`src/rtl/life_pkg.sv`:
```
// Shared definitions for the Game-of-Life datapath: neighbour status layout
// and the frame scanner's state encoding.
package life_pkg;

  localparam int STATUS_W = 9;

  // Bit positions inside a neighbourhood status vector.
  localparam int CENTER = 0;
  localparam int NW     = 1;
  localparam int N      = 2;
  localparam int NE     = 3;
  localparam int W      = 4;
  localparam int E      = 5;
  localparam int SW     = 6;
  localparam int S      = 7;
  localparam int SE     = 8;

  typedef enum logic [2:0] {
    IDLE,
    LOAD0,
    LOAD1,
    LOAD2,
    CAP,
    STREAM,
    FETCH,
    SHIFT
  } scan_state_e;

endpackage

```
`src/rtl/neighborhood_scanner_window_extract.sv`:
```
// Combinational 3x3 neighbourhood picker: selects the nine cells around
// column x from three buffered rows, applying wrap or dead-edge handling.
module window_extract
  import life_pkg::*;
#(
  parameter int WIDTH = 100,
  parameter bit WRAP  = 1'b0,
  parameter int COL_W = 7
) (
  input  logic [WIDTH-1:0]    top_row,
  input  logic [WIDTH-1:0]    mid_row,
  input  logic [WIDTH-1:0]    bot_row,
  input  logic [COL_W-1:0]    x,
  output logic [STATUS_W-1:0] status
);

  localparam logic [COL_W-1:0] X_LAST = COL_W'(WIDTH - 1);

  logic [COL_W-1:0] xw;
  logic [COL_W-1:0] xe;
  logic             w_ok;
  logic             e_ok;

  // Edge columns either wrap to the opposite side or read as dead cells.
  always_comb begin
    xw   = x - 1'b1;
    xe   = x + 1'b1;
    w_ok = 1'b1;
    e_ok = 1'b1;
    if (x == '0) begin
      xw   = X_LAST;
      w_ok = WRAP;
    end
    if (x == X_LAST) begin
      xe   = '0;
      e_ok = WRAP;
    end
  end

  always_comb begin
    status         = '0;
    status[CENTER] = mid_row[x];
    status[NW]     = w_ok & top_row[xw];
    status[N]      = top_row[x];
    status[NE]     = e_ok & top_row[xe];
    status[W]      = w_ok & mid_row[xw];
    status[E]      = e_ok & mid_row[xe];
    status[SW]     = w_ok & bot_row[xw];
    status[S]      = bot_row[x];
    status[SE]     = e_ok & bot_row[xe];
  end

endmodule

```
`src/rtl/neighborhood_scanner.sv`:
```
// Frame reader: walks the generation grid row-major with a three-row buffer
// and streams one neighbourhood window per cell with x/y/last sideband.
module neighborhood_scanner
  import life_pkg::*;
#(
  parameter int WIDTH  = 100,
  parameter int HEIGHT = 100,
  parameter bit WRAP   = 1'b0,
  parameter int ROW_AW = 7,
  parameter int COL_W  = 7
) (
  input  logic                clk,
  input  logic                rst,
  input  logic                start,
  output logic                busy,
  output logic                done,
  output logic                rd_en,
  output logic [ROW_AW-1:0]   rd_addr,
  input  logic [WIDTH-1:0]    rd_data,
  output logic                win_valid,
  input  logic                win_ready,
  output logic [STATUS_W-1:0] win_status,
  output logic [COL_W-1:0]    win_x,
  output logic [ROW_AW-1:0]   win_y,
  output logic                win_last
);

  localparam logic [COL_W-1:0]  X_LAST = COL_W'(WIDTH - 1);
  localparam logic [ROW_AW-1:0] Y_LAST = ROW_AW'(HEIGHT - 1);

  scan_state_e state;
  scan_state_e state_n;

  logic [COL_W-1:0]  x;
  logic [ROW_AW-1:0] y;
  logic [WIDTH-1:0]  top_q;
  logic [WIDTH-1:0]  mid_q;
  logic [WIDTH-1:0]  bot_q;
  logic              rd_valid_q;
  logic              done_q;
  logic [WIDTH-1:0]  cap_row;
  logic              hs;
  logic              row_end;
  logic [ROW_AW:0]   y_plus2;
  logic              fetch_in_range;
  logic [ROW_AW-1:0] fetch_addr;

  // Window handshake: a window transfers on any rising edge where win_valid
  // and win_ready are both high; while win_valid is high and win_ready is
  // low every win_* output holds, and win_valid never drops without a transfer.
  assign hs      = win_valid & win_ready;
  assign row_end = (x == X_LAST);

  // Suppressed read slots capture zeros, giving dead rows beyond the frame.
  assign cap_row = rd_valid_q ? rd_data : '0;

  // y+2 only reaches HEIGHT on the second-to-last row, which wraps to row 0.
  assign y_plus2        = {1'b0, y} + (ROW_AW + 1)'(2);
  assign fetch_in_range = (y_plus2 < (ROW_AW + 1)'(HEIGHT));
  assign fetch_addr     = fetch_in_range ? y_plus2[ROW_AW-1:0] : '0;

  always_ff @(posedge clk or posedge rst) begin
    if (rst) begin
      state <= IDLE;
    end else begin
      state <= state_n;
    end
  end

  always_comb begin
    state_n = state;
    case (state)
      IDLE:   if (start) state_n = LOAD0;
      LOAD0:  state_n = LOAD1;
      LOAD1:  state_n = LOAD2;
      LOAD2:  state_n = CAP;
      CAP:    state_n = STREAM;
      STREAM: begin
        if (hs && row_end) begin
          state_n = (y == Y_LAST) ? IDLE : FETCH;
        end
      end
      FETCH:  state_n = SHIFT;
      SHIFT:  state_n = STREAM;
      default: state_n = IDLE;
    endcase
  end

  always_comb begin
    rd_en     = 1'b0;
    rd_addr   = '0;
    win_valid = 1'b0;
    case (state)
      LOAD0: begin
        // The scan always starts at y = 0, so the top row is HEIGHT-1 or dead.
        if (WRAP) begin
          rd_en   = 1'b1;
          rd_addr = Y_LAST;
        end
      end
      LOAD1: begin
        rd_en   = 1'b1;
        rd_addr = '0;
      end
      LOAD2: begin
        rd_en   = 1'b1;
        rd_addr = ROW_AW'(1);
      end
      FETCH: begin
        if (WRAP || fetch_in_range) begin
          rd_en   = 1'b1;
          rd_addr = fetch_addr;
        end
      end
      STREAM: win_valid = 1'b1;
      default: ;
    endcase
  end

  always_ff @(posedge clk or posedge rst) begin
    if (rst) begin
      x          <= '0;
      y          <= '0;
      top_q      <= '0;
      mid_q      <= '0;
      bot_q      <= '0;
      rd_valid_q <= 1'b0;
      done_q     <= 1'b0;
    end else begin
      rd_valid_q <= rd_en;
      done_q     <= hs & win_last;
      case (state)
        IDLE: begin
          if (start) begin
            x <= '0;
            y <= '0;
          end
        end
        LOAD1: top_q <= cap_row;
        LOAD2: mid_q <= cap_row;
        CAP:   bot_q <= cap_row;
        STREAM: begin
          if (hs) begin
            if (row_end) begin
              x <= '0;
              if (y == Y_LAST) y <= '0;
            end else begin
              x <= x + 1'b1;
            end
          end
        end
        SHIFT: begin
          top_q <= mid_q;
          mid_q <= bot_q;
          bot_q <= cap_row;
          y     <= y + 1'b1;
        end
        default: ;
      endcase
    end
  end

  window_extract #(
    .WIDTH (WIDTH),
    .WRAP  (WRAP),
    .COL_W (COL_W)
  ) u_extract (
    .top_row (top_q),
    .mid_row (mid_q),
    .bot_row (bot_q),
    .x       (x),
    .status  (win_status)
  );

  assign busy     = (state != IDLE);
  assign done     = done_q;
  assign win_x    = x;
  assign win_y    = y;
  assign win_last = win_valid & row_end & (y == Y_LAST);

endmodule
```
`config.mk`:
```
export PLATFORM = sky130hd
export DESIGN_NAME = neighborhood_scanner
export DESIGN_NICKNAME = d
export VERILOG_FILES = /design/src/rtl/life_pkg.sv /design/src/rtl/neighborhood_scanner_window_extract.sv /design/src/rtl/neighborhood_scanner.sv
export SDC_FILE = /design/constraint.sdc
export NUM_CORES = 1
export LEC_CHECK = 0
export BUFFER_PORTS_ARGS = -buffer_cell sky130_fd_sc_hd__buf_2
export CAP_MARGIN = 20
export CORE_MARGIN = 5
export CORE_UTILIZATION = 30
export CTS_BUF_LIST = sky130_fd_sc_hd__clkbuf_8
export DETAILED_ROUTE_END_ITERATION = 8
export PLACE_DENSITY = 0.56
export SKIP_LAST_GASP = 1
export SLEW_MARGIN = 0
export SYNTH_ARGS = -nofsm -noshare
export SYNTH_HDL_FRONTEND = slang
export SYNTH_HIERARCHICAL = 1
export SYNTH_SLANG_ARGS = --single-unit
```
`constraint.sdc`:
```
create_clock -name clk -period 20.4 [get_ports clk]
set_clock_uncertainty 0.1 [all_clocks]
set_input_delay 1.02 -clock clk [delete_from_list [all_inputs] [get_ports clk]]
set_output_delay 1.02 -clock clk [all_outputs]
set_load 0.02 [all_outputs]
```
==> results of run 1 <==
## worst max path at each step
stage | cells after the start | slack, ns | to | startpoint
4_1_cts | 11 | 13.45 | win_status[5] | win_x[0]
6_report | 11 | 13.41 | win_status[5] | win_x[0]
5_1_grt | 11 | 13.26 | win_status[5] | win_x[0]
3_5_place_dp | 11 | 14.22 | win_status[5] | win_x[0]
2_1_floorplan | 1 | 10.45 | bot_q[0] | rst
3_3_place_gp | 10 | 14.31 | win_status[3] | win_x[0]
## metrics by stage
stage          instance area, um^2  setup slack (ns)  utilization [%]  hold WS (ns)
6_report                     24400             13.41             33.6         0.403
5_1_grt                      24400             13.26             33.6         0.470
4_1_cts                      24400             13.45             33.5         0.429
3_5_place_dp                 23300             14.22             32.0         0.447
3_3_place_gp                 23300             14.31             31.9         0.443
2_1_floorplan                22000             10.45                -         0.395
## synth_stat cells (15+ instances only)
cell,count
nand2_1,426
nor2_1,339
dfrtp_1,319
a21oi_1,241
mux4_2,148
clkbuf_1,143
o21ai_0,133
a221o_1,102
nand3_1,66
mux2i_1,65
buf_2,49
a31oi_1,30
o21ai_1,20
a32oi_1,19
and3_1,16
a221oi_1,15
nand4_1,15
## layout by cell type (no fill, tap or decap), drive strengths merged, types with 11 or more instances in the layout
master and n:
nand2 426, nor2 343, dfrtp 319, a21oi 244
buf 178, mux4 162, o21ai 156, a221o 102
clkbuf 68, nand3 66, mux2i 65, inv 31
a31oi 30, a32oi 19, and3 16, a221oi 15
nand4 15, a211oi 12, o211a 11, mux2 11
o31ai 11
## layout make-up
type / count / area (um^2) / share of cell area [%]
multi-input combinational: 1855 / 13000 / 53.3
clock inverter: 25 / 178 / 0.727
sequential: 319 / 8000 / 32.7
tap: 959 / 1200 / 4.91
antenna: 4 / 10.0 / 0.0409
clock buffer: 68 / 936 / 3.83
inverter: 13 / 56.3 / 0.230
timing repair buffer: 178 / 1040 / 4.25
## critical path, stage by stage (launching register included)
cell	delay [ns]
dfrtp_4	0.81
clkinv_1	0.75
ha_2	0.54
inv_2	0.33
buf_4	0.60
o211ai_1	0.54
a221oi_1	0.46
o32a_1	0.21
o211a_1	0.14
o211ai_1	0.14
a32o_1	0.37
buf_2	0.19
## cell families (layout without fill, tap and decap cells)
kind of cell | count (synthesis) | count (layout) | synth area share [%]
other | 0 | 4 | 0
multiplexers | 238 | 238 | 20.3
AO/OA/AOI/OAI | 669 | 669 | 20.1
adder cells (fa/ha/maj) | 6 | 6 | 0.341
AND/OR/NAND/NOR | 931 | 931 | 17.7
buffers and inverters | 233 | 284 | 4.90
XOR/XNOR | 11 | 11 | 0.438
flip-flops | 319 | 319 | 36.3
## flip-flops by register name, indices dropped and copies added, names as in the netlist
register	count
win_x	7
state	3
rd_valid_q	1
bot_q	100
done	1
top_q	100
mid_q	100
win_y	7
## per-layer routing
layer	share of wire, %	up-vias
li1	-	8975
met1	42	10200
met2	47	1013
met3	7.8	193
met4	3.4	0
met5	0	-
## power by group
part | total (mW) | switching (mW) | internal (mW)
Combinational | 1.16 | 0.778 | 0.377
Clock | 0.602 | 0.277 | 0.325
Sequential | 0.683 | 0.0342 | 0.648
Total | 2.44 | 1.09 | 1.35
==> impl_metrics.py, run 1 <==
metrics = {
    "outcome": {
        "status": "complete, no violations",
    },
    "clock_tree": {
        "ctsLongestPathBuffers": 3,
        "cts_hold_buffers": 0,
        "cts.reportedPaths.clkPinSlew_ns": 0.06,
        "cts_tree": "built",
        "cts_max_level": 2,
        "cts_resized": 0,
        "postCtsSetupBuffers": 0,
        "clk_latency_ns": 0.67,
        "cts_root_buf": "clkbuf_8",
        "cts_sinks": 319,
        "cts_buffers": 57,
    },
    "global_routing": {
        "globalRouteMet2Util_pct": 33.3,
        "grt_usage_pct": 20.8,
        "grt_pass1_vias": 20000,
        "grt_max_degree": 115,
        "grt_pass1_wl_um": 129000,
        "met3_usage_pct": 3.28,
        "busiest_layer": "met2",
        "grtUsageMet1_pct": 29.2,
        "antenna_found_initial": 2,
        "overflow": 0,
    },
    "routing": {
        "wl_per_cell_um": 24.7,
        "wl_um": 84400,
        "drt.antenna.violating_nets": 0,
        "first_pass_iters": 6,
        "vias": 20400,
        "drtIter0Drc": 2585,
        "drc": 0,
        "vias_per_cell": 5.96,
    },
    "yosys": {
        "syn_inst": 2407,
        "synthArstFlopShare_pct": 100,
        "synthFlopType": "dfrtp_1",
        "ys_ff_latch": 319,
        "synth_top_cell_area_share_pct": 36.3,
        "yosysTopAreaCell": "dfrtp_1",
        "postSynthAreaPerCell_um2": 9.15,
        "synthTopCellsByArea": "dfrtp_1 36%, mux4_2 15%, nand2_1 7.3%",
        "syn_area_um2": 22000,
        "synth-edff-count": 0,
        "seq_area_frac_synth_pct": 36.3,
        "syn-num-nets": 2517,
        "synth_warnings": 6,
        "ys_types": 87,
    },
    "sta": {
        "period_needed_ns": 6.99,
        "finalHoldViolCount": 0,
        "setup_viol": 0,
        "finalMaxSlewViolations": 0,
        "tns_ns": 0,
        "grt_setup_unrepaired": "no",
        "slew_headroom_pct": 16.1,
        "max_freq_mhz": 143,
        "fin_crit_sh_pct": 34.3,
        "tightest_slew_ns": 1.25,
    },
    "placed_design": {
        "place.gp.congestion": 0.963,
        "port_buffers": 138,
        "hpwl_um": 59100,
        "placed_cells": 3322,
    },
    "power_and_ir_drop": {
        "ir_drop_v": 0.0000794,
        "p_per_area_nw_per_um2": 99.8,
        "finalPower_mw": 2.44,
        "p_leak_nw": 9.82,
    },
    "critical_path": {
        "critPathMaxFanout": 45,
        "rrSetupSlack_ns": 16.91,
        "path_class": "reg2out",
        "required_ns": 19.28,
        "cp.arrival_ns": 5.87,
        "reg2reg_depth": 5,
        "end_kind": "output pin",
        "reg2reg_from": "state[2]",
        "r2r_end": "top_q[50]",
        "start_kind": "flop",
    },
    "finish": {
        "final_cells": 3421,
        "fin_nets": 2534,
        "area_delta_synth_final_pct": 11.1,
        "drive_gt1_share_pct": 18.8,
        "num-fill-cells": 7590,
    },
    "floorplan": {
        "num_rows": 99,
        "core-area_um2": 72800,
        "die_y_um": 281,
        "ios": 139,
        "start_util_pct": 30.2,
        "die-area_um2": 78900,
        "die_x_um": 281,
    },
    "worst_hold_path": {
        "hold_path.class": "in2async",
    },
    "run": {
        "drv_cap": 0,
    },
}
Note: power is estimated with default switching activity, not from simulation.
==> run 2, diff against run 1 <==
==> constraint.sdc (replaced) <==
create_clock -name clk -period 7 [get_ports clk]
set_clock_uncertainty 0.1 [all_clocks]
set_input_delay 0.35 -clock clk [delete_from_list [all_inputs] [get_ports clk]]
set_output_delay 0.35 -clock clk [all_outputs]
set_load 0.02 [all_outputs]
==> run 2 against run 1 <==
Against the previous run: flip-flop and latch count did not move; combinational power grew to 3.1 times the previous value; setup slack worse by 13 ns; critical path depth up 2; core utilization increased by 1.6 points; cell count is 3.6% higher; routed wire length shrank 0.83%; via count up 1.8%; largest cell class unchanged.
==> impl_metrics.py, run 2 (same netlist as run 1, synthesis figures left out) <==
metrics = {
    "clock_tree": {
        "cts_hold_buffers": 103,
        "cts_resized": 0,
        "clk_latency_ns": 0.68,
        "cts.reportedPaths.clkPinSlew_ns": 0.06,
        "postCtsSetupBuffers": 0,
        "cts_root_buf": "clkbuf_8",
        "cts_max_level": 2,
        "ctsLongestPathBuffers": 3,
        "cts_buffers": 58,
        "cts_sinks": 319,
        "cts_tree": "built",
    },
    "floorplan": {
        "start_util_pct": 30.2,
        "num_rows": 99,
        "core-area_um2": 72800,
        "die-area_um2": 78900,
        "ios": 139,
        "die_x_um": 281,
        "die_y_um": 281,
    },
    "power_and_ir_drop": {
        "finalPower_mw": 7.40,
        "power.share.clock_pct": 24.9,
        "intPower_mw": 4.08,
        "p_leak_nw": 10.4,
        "p_per_area_nw_per_um2": 289,
        "net-switching-power_mw": 3.32,
        "sw_frac_of_total_pct": 44.8,
        "ir_drop_v": 0.000299,
        "pwr-share-comb_pct": 48.3,
        "power_frac_seq_pct": 26.7,
    },
    "finish": {
        "area_delta_synth_final_pct": 16.5,
        "final_common_cell": "nand2_1",
        "num-fill-cells": 7509,
        "final_cell_mix": "426 x nand2_1, 335 x nor2_1, 314 x dfrtp_1",
        "final_util_pct": 35.2,
        "top_regs": "bot_q x100, mid_q x100, top_q x100",
        "fin_nets": 2648,
        "drive_gt1_share_pct": 18.6,
    },
    "sta": {
        "slew_headroom_pct": 23.7,
        "finalHoldViolCount": 0,
        "fin_crit_sh_pct": 89.3,
        "max_freq_mhz": 160,
        "finalMaxSlewViolations": 0,
        "hold_ws_ns": 0.244,
        "grt_setup_unrepaired": "no",
        "tightest_slew_ns": 1.14,
        "setup_viol": 0,
        "period_needed_ns": 6.25,
        "tns_ns": 0,
    },
    "run": {
        "drv_cap": 0,
    },
    "global_routing": {
        "grt_max_degree": 152,
        "grt_pass1_vias": 20200,
        "grt_pass1_wl_um": 128000,
        "overflow": 0,
        "grt_usage_pct": 20.7,
        "antenna_found_initial": 2,
    },
    "routing": {
        "drc": 0,
        "drt.antenna.violating_nets": 0,
        "first_pass_iters": 6,
        "vias": 20800,
        "wl_per_cell_um": 23.6,
        "wl_um": 83700,
        "drtIter0Drc": 2444,
        "vias_per_cell": 5.86,
    },
    "worst_hold_path": {
        "hold_path.class": "in2async",
    },
    "critical_path": {
        "required_ns": 6.55,
        "critPathMaxFanout": 26,
        "start_kind": "flop",
        "end_kind": "output pin",
        "path_class": "reg2out",
        "cp.arrival_ns": 5.80,
    },
    "placed_design": {
        "hpwl_um": 58900,
        "port_buffers": 138,
        "place.gp.congestion": 0.953,
    },
    "outcome": {
        "status": "complete, no violations",
    },
}
==> run 2: changes by cell type in the layout (fill, tap and decap cells not counted), sizes merged <==
| cell | change |
|---|---|
| clkinv | +4 |
| clkbuf | +5 |
| diode | -3 |
| dlygate4sd3 | +103 |
| buf | +10 |
| inv | +3 |
| clkinvlp | +2 |
==> run 2: through the flow <==
stage | std cells | instance area (um^2) | setup WS, ns
floorplan | 2407 | 22000 | 2.30
global placement | 3331 | 23400 | 1.63
detailed placement | 3334 | 23400 | 1.48
CTS | 3544 | 25600 | 0.783
global route | 3545 | 25600 | 0.540
finish | 3545 | 25600 | 0.749
==> run 2: path summary, 6_finish.rpt <==
| kind | startpoint | to | slack, ns | cells after the start |
|---|---|---|---|---|
| max | win_x[0] | win_status[6] | 0.75 | 13 |
| min | rst | mid_q[18] | 0.24 | 3 |
| max reg2reg | win_x[1] | win_x[1] | 3.29 | 6 |
| min reg2reg | bot_q[99] | bot_q[99] | 0.46 | 2 |
| max in group asynchronous | rst | bot_q[47] | 5.28 | 4 |
| min in group clk | win_ready | done | 0.43 | 3 |
==> run 2: critical path, stage by stage (launching register included) <==
cell and delay, ns:
dfrtp_4 0.67, clkinv_1 0.11, buf_4 0.27, ha_2 0.26, or3b_1 0.50, o21ai_4 0.80, buf_4 0.44, buf_4 0.39
mux4_1 0.61, and3_1 0.20, o21ai_0 0.18, a31o_1 0.20, nand3_1 0.24, buf_2 0.24
==> run 2: cell type report <==
class | count | area (um^2) | area share [%]
tap | 959 | 1200 | 4.68
multi-input combinational | 1855 | 13000 | 50.8
antenna | 1 | 2.50 | 0.00976
clock inverter | 34 | 211 | 0.825
inverter | 13 | 52.6 | 0.205
sequential | 319 | 8000 | 31.2
timing repair buffer | 291 | 2140 | 8.36
clock buffer | 73 | 1000 | 3.92
==> run 2: metal layers <==
layer / GRT usage, % / wire [um] / vias to the layer above
li1: - / - / 9216
met1: 27.9 / 34300 / 10300
met2: 33.1 / 39000 / 1025
met3: 4.29 / 7210 / 188
met4: 7.80 / 3190 / 0
met5: 0 / 0 / -
==> run 2: power by group through the flow <==
| stage | clock, mW | sequential (mW) | combinational (mW) |
|---|---|---|---|
| 4_1_cts | 1.90 | 1.98 | 3.46 |
| 3_3_place_gp | 0 | 2.01 | 3.37 |
| 2_1_floorplan | 0 | 1.98 | 2.16 |
| 5_1_grt | 1.97 | 1.98 | 3.71 |
| 6_report | 1.84 | 1.98 | 3.58 |
| 3_5_place_dp | 0 | 2.01 | 3.40 |
